### src/rtl/fsk_decoder_defs.sv
// Shared encodings and rate derivation for the FSK byte decoder.
package fsk_decoder_defs;

  // Framing FSM states
  typedef enum logic [1:0] {
    IDLE = 2'd0,
    DATA = 2'd1,
    STOP = 2'd2
  } fsm_state_t;

  // Per-window tone decision
  typedef enum logic [1:0] {
    BIT0  = 2'd0,
    BIT1  = 2'd1,
    AMBIG = 2'd2
  } decision_t;

  // Clocks per bit window
  function automatic int calc_bit_clocks(input int clk_hz, input int baud);
    return clk_hz / baud;
  endfunction

endpackage

### src/rtl/fsk_window_decider.sv
// Bit-window timing and tone decision: differences the cumulative tone
// counters once per window and reports a registered 0/1/ambiguous result.
module fsk_window_decider
  import fsk_decoder_defs::*;
#(
  parameter int BIT_CLOCKS = 10,
  parameter int MIN_MARGIN = 2
) (
  input  logic        clock,
  input  logic        clear,
  input  logic        enable,
  input  logic [31:0] f0_value,
  input  logic [31:0] f1_value,
  output logic        strobe,
  output logic        value,
  output logic        ambig
);

  localparam int WW = (BIT_CLOCKS > 1) ? $clog2(BIT_CLOCKS) : 1;

  logic [WW-1:0] wcnt;
  logic [31:0]   prev0, prev1;
  logic [31:0]   d0, d1;
  logic          primed;
  logic          win_end;
  decision_t     dec;

  assign win_end = enable && (wcnt == WW'(BIT_CLOCKS - 1));

  // Modular differences: a counter wrap between snapshots still yields the true delta
  assign d0 = f0_value - prev0;
  assign d1 = f1_value - prev1;

  // Margin compare in 33 bits so adding the margin can never overflow
  always_comb begin
    dec = AMBIG;
    if ({1'b0, d1} >= ({1'b0, d0} + 33'(MIN_MARGIN)))
      dec = BIT1;
    else if ({1'b0, d0} >= ({1'b0, d1} + 33'(MIN_MARGIN)))
      dec = BIT0;
  end

  // Window counter: free-runs while enabled, parked at 0 otherwise
  always_ff @(posedge clock or posedge clear) begin
    if (clear)        wcnt <= '0;
    else if (!enable) wcnt <= '0;
    else if (win_end) wcnt <= '0;
    else              wcnt <= wcnt + 1'b1;
  end

  // Snapshots: follow the inputs while disabled so re-enable sees no stale delta
  always_ff @(posedge clock or posedge clear) begin
    if (clear) begin
      prev0 <= '0;
      prev1 <= '0;
    end else if (!enable || win_end) begin
      prev0 <= f0_value;
      prev1 <= f1_value;
    end
  end

  // Primed flag: the first window after reset/enable has a meaningless delta
  always_ff @(posedge clock or posedge clear) begin
    if (clear)        primed <= 1'b0;
    else if (!enable) primed <= 1'b0;
    else if (win_end) primed <= 1'b1;
  end

  // Registered decision, one cycle after the window end
  always_ff @(posedge clock or posedge clear) begin
    if (clear) begin
      strobe <= 1'b0;
      value  <= 1'b0;
      ambig  <= 1'b0;
    end else begin
      strobe <= win_end && primed && (dec != AMBIG);
      value  <= win_end && primed && (dec == BIT1);
      ambig  <= win_end && primed && (dec == AMBIG);
    end
  end

endmodule

### src/rtl/fsk_byte_decoder.sv
// FSK byte decoder: UART-style framing of window decisions into bytes,
// delivered over valid/ready with framing, carrier-loss and overrun flags.
module fsk_byte_decoder
  import fsk_decoder_defs::*;
#(
  parameter int CLOCK_FREQUENCY = 100000000,
  parameter int BAUD_RATE       = 1000,
  parameter int MIN_MARGIN      = 2,
  parameter int DATA_BITS       = 8
) (
  input  logic                 clock,
  input  logic                 clear,
  input  logic                 enable,
  input  logic [31:0]          f0_value,
  input  logic [31:0]          f1_value,
  output logic [DATA_BITS-1:0] data_out,
  output logic                 data_valid,
  input  logic                 data_ready,
  output logic                 bit_strobe,
  output logic                 bit_value,
  output logic                 framing_error,
  output logic                 carrier_lost,
  output logic                 overrun
);

  localparam int BIT_CLOCKS = calc_bit_clocks(CLOCK_FREQUENCY, BAUD_RATE);
  localparam int IW         = $clog2(DATA_BITS + 1);

  generate
    if (BIT_CLOCKS < 4) begin : g_bad_rate
      $error("fsk_byte_decoder: CLOCK_FREQUENCY/BAUD_RATE must be at least 4");
    end
  endgenerate

  logic                 strobe, value, amb;
  fsm_state_t           state, state_nxt;
  logic [IW-1:0]        idx, idx_nxt;
  logic [DATA_BITS-1:0] shreg, shreg_nxt;
  logic                 load_req, fe_req, cl_req;

  fsk_window_decider #(
    .BIT_CLOCKS (BIT_CLOCKS),
    .MIN_MARGIN (MIN_MARGIN)
  ) u_dec (
    .clock    (clock),
    .clear    (clear),
    .enable   (enable),
    .f0_value (f0_value),
    .f1_value (f1_value),
    .strobe   (strobe),
    .value    (value),
    .ambig    (amb)
  );

  assign bit_strobe = strobe;
  assign bit_value  = value;

  // Framing state register
  always_ff @(posedge clock or posedge clear) begin
    if (clear) begin
      state <= IDLE;
      idx   <= '0;
      shreg <= '0;
    end else begin
      state <= state_nxt;
      idx   <= idx_nxt;
      shreg <= shreg_nxt;
    end
  end

  // Next-state: start bit opens a frame, data shifts in LSB-first, stop closes it
  always_comb begin
    state_nxt = state;
    idx_nxt   = idx;
    shreg_nxt = shreg;
    if (!enable) begin
      state_nxt = IDLE;
      idx_nxt   = '0;
      shreg_nxt = '0;
    end else begin
      case (state)
        IDLE: begin
          if (strobe && !value) begin
            state_nxt = DATA;
            idx_nxt   = '0;
            shreg_nxt = '0;
          end
        end
        DATA: begin
          if (strobe) begin
            shreg_nxt = {value, shreg[DATA_BITS-1:1]};
            idx_nxt   = idx + 1'b1;
            if (idx == IW'(DATA_BITS - 1)) state_nxt = STOP;
          end else if (amb) begin
            state_nxt = IDLE;
            idx_nxt   = '0;
            shreg_nxt = '0;
          end
        end
        STOP: begin
          // A 0 here is a bad stop bit, never a fresh start bit
          if (strobe || amb) begin
            state_nxt = IDLE;
            idx_nxt   = '0;
          end
        end
        default: state_nxt = IDLE;
      endcase
    end
  end

  // Output decode: byte load and error requests, registered below
  always_comb begin
    load_req = 1'b0;
    fe_req   = 1'b0;
    cl_req   = 1'b0;
    if (enable) begin
      case (state)
        DATA: cl_req = amb;
        STOP: begin
          load_req = strobe && value;
          fe_req   = strobe && !value;
          cl_req   = amb;
        end
        default: ;
      endcase
    end
  end

  // One-cycle error pulses
  always_ff @(posedge clock or posedge clear) begin
    if (clear) begin
      framing_error <= 1'b0;
      carrier_lost  <= 1'b0;
    end else begin
      framing_error <= fe_req;
      carrier_lost  <= cl_req;
    end
  end

  // Holding register: a load wins over a same-cycle transfer; a load into a
  // full, stalled register is dropped and latches overrun
  always_ff @(posedge clock or posedge clear) begin
    if (clear) begin
      data_out   <= '0;
      data_valid <= 1'b0;
      overrun    <= 1'b0;
    end else if (load_req && (!data_valid || data_ready)) begin
      data_out   <= shreg;
      data_valid <= 1'b1;
    end else begin
      if (load_req)                 overrun    <= 1'b1;
      if (data_valid && data_ready) data_valid <= 1'b0;
    end
  end

endmodule

### config.mk
export PLATFORM = sky130hd
export DESIGN_NAME = fsk_byte_decoder
export DESIGN_NICKNAME = d
export VERILOG_FILES = /design/src/rtl/fsk_decoder_defs.sv /design/src/rtl/fsk_window_decider.sv /design/src/rtl/fsk_byte_decoder.sv
export SDC_FILE = /design/constraint.sdc
export NUM_CORES = 1
export LEC_CHECK = 0
export ABC_AREA = 1
export CAP_MARGIN = 25
export CORE_MARGIN = 8
export CORE_UTILIZATION = 56
export CTS_CLUSTER_DIAMETER = 30
export CTS_CLUSTER_SIZE = 30
export DETAILED_ROUTE_END_ITERATION = 10
export PLACE_DENSITY = 0.86
export SYNTH_ARGS = -nofsm -noshare
export SYNTH_HDL_FRONTEND = slang
export SYNTH_HIERARCHICAL = 1
export SYNTH_SLANG_ARGS = --single-unit
### constraint.sdc
create_clock -name clock -period 3.5 [get_ports clock]
set_clock_uncertainty 0.05 [all_clocks]
set_input_delay 0.35 -clock clock [delete_from_list [all_inputs] [get_ports clock]]
set_output_delay 0.35 -clock clock [all_outputs]
set_load 0.03 [all_outputs]
Word level (Yosys, flattened, before mapping)

Cells that the tools add are included.

Register bits: 111
Bits of input ports: 68
Logic and storage cells: 92

Add/sub/neg operators: 6
Magnitude comparators: 2
Equality and inequality tests: 14
Muxes and demuxes: 32
Bitwise gates (word level): 1
Reduce and logical (&&, ||, !) cells: 22

Operators by type and width:

| kind                    | count |
|---|---|
| $add A32 B2 Y33 const B | 2 |
| $ge A32 B33 Y1          | 2 |
| $sub A32 B32 Y32        | 2 |
| $mux W17                | 2 |
| $mux W8                 | 4 |
| $mux W4                 | 5 |
| $add A17 B1 Y17 const B | 1 |
| $eq A17 B17 Y1 const B  | 1 |
| $mux W2                 | 8 |
| $pmux W8 S2             | 1 |
| $pmux W4 S3             | 1 |
| $mux W1                 | 10 |
| $logic_and A1 B1 Y1     | 9 |
| $reduce_and A4 Y1       | 2 |
| $ne A3 B3 Y1 const B    | 2 |
| $pmux W2 S3             | 1 |
| $add A4 B1 Y4 const B   | 1 |
| $eq A2 B1 Y1 const B    | 2 |
| $eq A2 B2 Y1 const B    | 2 |
| $eq A4 B3 Y1 const B    | 1 |
| $ne A4 B1 Y1 const B    | 1 |
| $ne A4 B2 Y1 const B    | 1 |
| $ne A4 B4 Y1 const B    | 1 |
| $logic_not A1 Y1        | 3 |
| other kinds (10)        | 12 |

Logic depth before layout (Yosys ltp)

Word-level depth: 7
Mapped depth: 35
Gate-level depth less buffers: 35

Hierarchy

The synthesis kept the hierarchy.

Modules (own cells, without submodules):

| module             | instances | cells an instance | area each (sq um) | sequential area each (sq um) |
|---|---|---|---|---|
| fsk_window_decider | 1         | 1,985             | 11,657.4          | 2,127.0 |
| fsk_byte_decoder   | 1         | 145               | 1,251.2           | 650.6 |

Least setup slack after synthesis

OpenSTA, ideal clock, no wires.

Path kind: input -> register
From: input port f0_value[0]
To: register u_dec.ambig
Arrival: 3.637 ns
Data required time: 3.330 ns
Setup slack: -0.307 ns
Stages: 29
Cells stage by stage: inv_1 > ha_1 > inv_1 > fa_1 > xnor2_1 > inv_1 > ha_1 > nand3_1 > nor2_1 > nand3_1 > nor2_4 > nand2_4 > nor2_8 > nand4_4 > inv_2 > nand2_1 > xor2_1 > ha_1 > nand4_1 > nor3_1 > nand2_1 > nand2_1 > nand2_1 > nand2_1 > nand2_1 > nand2_1 > o21ai_2 > nand2_1 > nor2_1

Longest elaborated chain between the ends: 6

RTL lines:

| what                                              | line                                               | RTL |
|---|---|---|
| from (decl)                                       | fsk_byte_decoder.sv:14                             | `input logic [31:0] f0_value,` |
| $sub A32 B32 Y32 (*)                              | fsk_window_decider.sv:31                           | `assign d0 = f0_value - prev0;` |
| $add A32 B2 Y33 or $ge A32 B33 Y1 (tied branches) | fsk_window_decider.sv:37, fsk_window_decider.sv:39 |  |
| $ge A32 B33 Y1 or $mux W2 (tied branches)         | fsk_window_decider.sv:37, fsk_window_decider.sv:39 |  |
| $mux W2 (*)                                       | fsk_window_decider.sv:37                           | `if ({1'b0, d1} >= ({1'b0, d0} + 33'(MIN_MARGIN)))` |
| $eq A2 B2 Y1 (*)                                  | fsk_window_decider.sv:78                           | `ambig <= win_end && primed && (dec == AMBIG);` |
| $logic_and A1 B1 Y1 (*)                           | fsk_window_decider.sv:78                           |  |
| to (signal assigned)                              | fsk_window_decider.sv:78                           |  |
| to (decl)                                         | fsk_window_decider.sv:16                           | `output logic ambig` |

Every way passes the cells marked *; elsewhere a longest branch is shown, timed or not.
A chain may end at the register's enable or synchronous reset.

Worst setup path in the final report

From: input port f1_value[8]
To: register u_dec.ambig

Longest elaborated chain between the ends: 7

RTL lines:

| what                    | line                     | RTL |
|---|---|---|
| from (decl)             | fsk_byte_decoder.sv:15   | `input logic [31:0] f1_value,` |
| $sub A32 B32 Y32 (*)    | fsk_window_decider.sv:32 | `assign d1 = f1_value - prev1;` |
| $add A32 B2 Y33         | fsk_window_decider.sv:39 | `else if ({1'b0, d0} >= ({1'b0, d1} + 33'(MIN_MARGIN)))` |
| $ge A32 B33 Y1          | fsk_window_decider.sv:39 |  |
| $mux W2                 | fsk_window_decider.sv:39 |  |
| $mux W2 (*)             | fsk_window_decider.sv:37 |  |
| $eq A2 B2 Y1 (*)        | fsk_window_decider.sv:78 |  |
| $logic_and A1 B1 Y1 (*) | fsk_window_decider.sv:78 |  |

Marked as above.

==> results summary <==
The depth of the most critical reg-to-reg path came out at 25. The ratio of final minimum period to clock period came out at 122%. The count of pins over their slew limit is 0. The average footprint of a synthesized cell is 6.06 um^2. Summed over all instances, the cell type with the most area after synthesis is sky130_fd_sc_hd__nand2_1. The number of nets produced by synthesis came out at approximately 2300. Clock tree synthesis selected as its root buffer the cell sky130_fd_sc_hd__clkbuf_16. In this run the vertical extent of the chip is 168 um. The number of placed instances with taps included is 2777. The final cell count without fillers is ~2800.

The critical path arrival came out at 4.48 ns. The endpoint identified for the worst register-to-register timing path is u_dec/ambig. The layout has between 1500 and 2000 filler cells. The shortest period the worst path allows is between 4 and 5 ns. Compared with the post-synthesis result, the final layout area differs by 36.8%. The clock sink count is around 110. The placeable core region came out at roughly 23000 um^2. The initial cell density of the core came out at a little under three fifths.

The Yosys step of the flow raised 6 warnings. The most numerous cell type found on the critical path is sky130_fd_sc_hd__nand2_1. The max-cap violation count is 0.

The leakage power summed over all cells is between 9 and 10 nW. The initial DRC count came out at between 1000 and 1500. The worst max-slew margin expressed relative to the limit came out at a little over half.

0 antenna diodes ended up in the layout. The reg-to-reg setup timing slack came out at -0.72 ns. The simple-gate share of the synthesized area came out at about two fifths. The critical path is of the in -> reg type.

On the critical path, the stage with the largest delay is an instance of sky130_fd_sc_hd__clkdlybuf4s50_1. By instance count, the leading cell after synthesis is sky130_fd_sc_hd__nand2_1. The clock buffer count from CTS is 9. The worst voltage drop across the vdd grid is 0.000268 V.

Setup repair after global routing could not meet its margin everywhere. The number of antenna violations at the first check in global routing is 0. By area the synthesized netlist is led by sky130_fd_sc_hd__nand2_1, sky130_fd_sc_hd__dfrtp_1, sky130_fd_sc_hd__ha_1, sky130_fd_sc_hd__inv_1, sky130_fd_sc_hd__nand3_1. The CTS H-tree depth came out at 3. The number of global-route vias before repair is around 14000. The maximum clock frequency came out at 235 MHz. The origin of the worst setup path is f1_value[8]. At the pin with the least slew margin, the transition time is around 0.7 ns. Wires add up to 42.5 mm. Setup violations remaining at the end of the flow were counted as 3. In this run the cell area measured after placement is 16400 um^2. The total iterations of the first detailed-routing run came out at 6. The worst setup timing slack at the placement stage came out at -1.03 ns. TritonCTS built the clock tree. With fillers left out, the area of the finished cells amounts to roughly 18000 um^2. Among all flip-flop cells after synthesis, the most frequent one is sky130_fd_sc_hd__dfrtp_1. The combined buffer and inverter count along the critical path is 5.

Among cell families on the critical path, the largest total delay comes from simple AND/OR/NAND/NOR gates. The aggregate global routing overflow is 0. The average wire length per cell after detail routing came out at roughly 15 um. The maximum buffer depth of the clock tree came out at 2.

The share of layout cells above drive strength 1 is approximately 22%. Summing the areas of all compound-gate instances in the mapped netlist gives under 10% of the synthesized area. The number of synthesized flops with an enable pin came out at 0. The post-detailed-placement half-perimeter wirelength came out at just over 30 mm. The die covers about 28000 um^2.

The worst hold path belongs to the class in -> async. After layout, the worst setup slack is -0.753 ns. The cell area after synthesis came out at between 10000 and 15000 um^2. The hold buffer count at CTS is 0. Global routing consumed, over all layers together, 27.0% of the routing resources. The count of boundary I/O pins came out at between 80 and 90. The largest driver fanout on the critical path came out at 4.

The synthesized netlist devotes a little over an eighth of its cell area to adder and majority cells. The checks that failed: negative setup slack. STA puts the critical path data required time at 3.72 ns. Port buffering added between 80 and 90 buffers. The top cell type's share of synthesized area came out at between 20 and 25%. The detailed-route via count came out at roughly 15000. Counting instances in the post-synthesis netlist gives the leading cell types as sky130_fd_sc_hd__nand2_1, sky130_fd_sc_hd__inv_1, sky130_fd_sc_hd__nor2_1, sky130_fd_sc_hd__ha_1, sky130_fd_sc_hd__nand3_1. The run finished, with violations left.

After synthesis, the netlist uses 50 different library cells. The sequential share of the synthesized area came out at 21.5%. The startpoint type of the worst setup path is an input port. Clock latency on the worst-skew pair, taken at its later pin, is roughly 0.38 ns. The global-route wire length before repair is ~64 mm. The xor/xnor cell area share of the yosys netlist is under 10%. The placement row count is 55. The residual antenna-violating net count after detailed routing came out at 0. The count of final hold-check violations came out at 0. The x dimension of the die came out at between 150 and 200 um. The fraction of synthesis flops using an asynchronous set or reset pin is 100%. The via count normalized by instance count came out at roughly 5.4. In the synthesized netlist, the number of instances is about 2100. The power density over the cells came out at roughly 400 nW/um^2. The count of unresolved DRC violations after routing is 0. The clock-pin slew reported for the worst setup and hold paths after clock tree synthesis is 0.10 ns. The count of nets after finishing is around 2700. The largest incremental delay on the critical path came out at between 0.5 and 0.6 ns. The global placement routability congestion came out at about 0.95. The worst setup path is captured at a flop. The dominant combinational cell family by area after synthesis is simple AND/OR/NAND/NOR gates. Entering global routing, the biggest net connects between 60 and 70 pins.

The multiplexer area fraction after synthesis is less than 1%. The flip-flop and latch count after synthesis is about 110. The worst register-to-register path begins at u_dec/prev1[0].
per-layer routing:
metal / wire length (um) / track usage (%)
met4: 1570 / 8.31
met3: 2920 / 3.53
met2: 20600 / 47.7
met1: 17500 / 33.7
met5: 0 / 0
flip-flops by register name (all words and copies together) (netlist names):
register / count
data_out: 8
overrun: 1
u_dec/primed: 1
u_dec/value: 1
u_dec/prev1: 32
u_dec/ambig: 1
u_dec/strobe: 1
data_valid: 1
idx: 4
u_dec/prev0: 32
shreg: 8
carrier_lost: 1
u_dec/wcnt: 17
framing_error: 1
state: 2
where the power goes:
part | total (mW) | switching [mW] | internal, mW | leakage, nW
logic | 4.46 | 2.53 | 1.93 | 8.40
clock network | 1.15 | 0.624 | 0.524 | 0.153
registers | 1.38 | 0.0281 | 1.35 | 1.43
cells by family after synthesis:
family,count (synthesis)
adder cells (fa/ha/maj),134
AO/OA/AOI/OAI,172
buffers and inverters,453
XOR/XNOR,54
AND/OR/NAND/NOR,1204
multiplexers,2
flip-flops,111
layout by cell type, fill, tap and decap left out, types with 4 or more instances in the layout:
cell type                         count
sky130_fd_sc_hd__nand2_1            740
sky130_fd_sc_hd__inv_1              417
sky130_fd_sc_hd__buf_4              324
sky130_fd_sc_hd__nor2_1             118
sky130_fd_sc_hd__nand3_1            113
sky130_fd_sc_hd__dfrtp_1            111
sky130_fd_sc_hd__ha_1               102
sky130_fd_sc_hd__o21ai_0             75
sky130_fd_sc_hd__clkdlybuf4s50_1     72
sky130_fd_sc_hd__a21oi_1             63
sky130_fd_sc_hd__nand2_2             53
sky130_fd_sc_hd__xor2_1              34
sky130_fd_sc_hd__nand4_1             31
sky130_fd_sc_hd__nor2_2              30
sky130_fd_sc_hd__ha_4                26
sky130_fd_sc_hd__nor3_1              23
sky130_fd_sc_hd__nand3_2             22
sky130_fd_sc_hd__nor2_4              19
sky130_fd_sc_hd__xnor2_1             15
sky130_fd_sc_hd__nand2_4             12
sky130_fd_sc_hd__inv_2               12
sky130_fd_sc_hd__nand3b_1             9
sky130_fd_sc_hd__nand3_4              9
sky130_fd_sc_hd__o21ai_1              9
sky130_fd_sc_hd__clkbuf_16            9
sky130_fd_sc_hd__dlymetal6s2s_1       7
sky130_fd_sc_hd__a21oi_2              7
sky130_fd_sc_hd__and2_1               6
sky130_fd_sc_hd__nor3_4               5
sky130_fd_sc_hd__nor4_1               5
sky130_fd_sc_hd__a21o_1               4
sky130_fd_sc_hd__ha_2                 4
area by class of cell:
type                            count  area, um^2  area share, %
Multi-Input combinational cell   1566        9180           52.0
Timing Repair Buffer              412        3380           19.1
Sequential cell                   111        2780           15.7
Inverter                          433        1640           9.30
Tap cell                          285         357           2.02
Clock buffer                        9         225           1.28
Clock inverter                      7        88.8          0.503
timing repair:
action / 4_1_cts / 5_1_grt
pin swaps: 26 / 44
gates resized for setup: 41 / 100
endpoints found under the hold margin: 0 / 0
endpoints found under the setup margin: 3 / 3
setup buffers: 13 / 16
metrics by stage:
| step | TNS, ns | hold WS (ns) | power (mW) | utilization (%) |
|---|---|---|---|---|
| floorplan | -0.263 | 0.340 | 3.70 | - |
| global placement | -2.67 | 0.391 | 5.18 | 72.3 |
| detailed placement | -3.01 | 0.408 | 5.30 | 72.3 |
| CTS | -1.23 | 0.372 | 6.59 | 74.9 |
| global route | -2.63 | 0.181 | 7.49 | 78.0 |
| finish | -1.95 | 0.174 | 6.99 | 78.0 |
worst max-delay path by stage:
stage	cells after the start	end	slack, ns
2_1_floorplan	29	u_dec/ambig	-0.12
3_3_place_gp	31	u_dec/ambig	-0.91
3_5_place_dp	31	u_dec/strobe	-1.03
4_1_cts	30	u_dec/ambig	-0.47
5_1_grt	31	u_dec/ambig	-0.99
6_report	25	u_dec/ambig	-0.75
No activity file was read; power rests on OpenSTA's default activity.
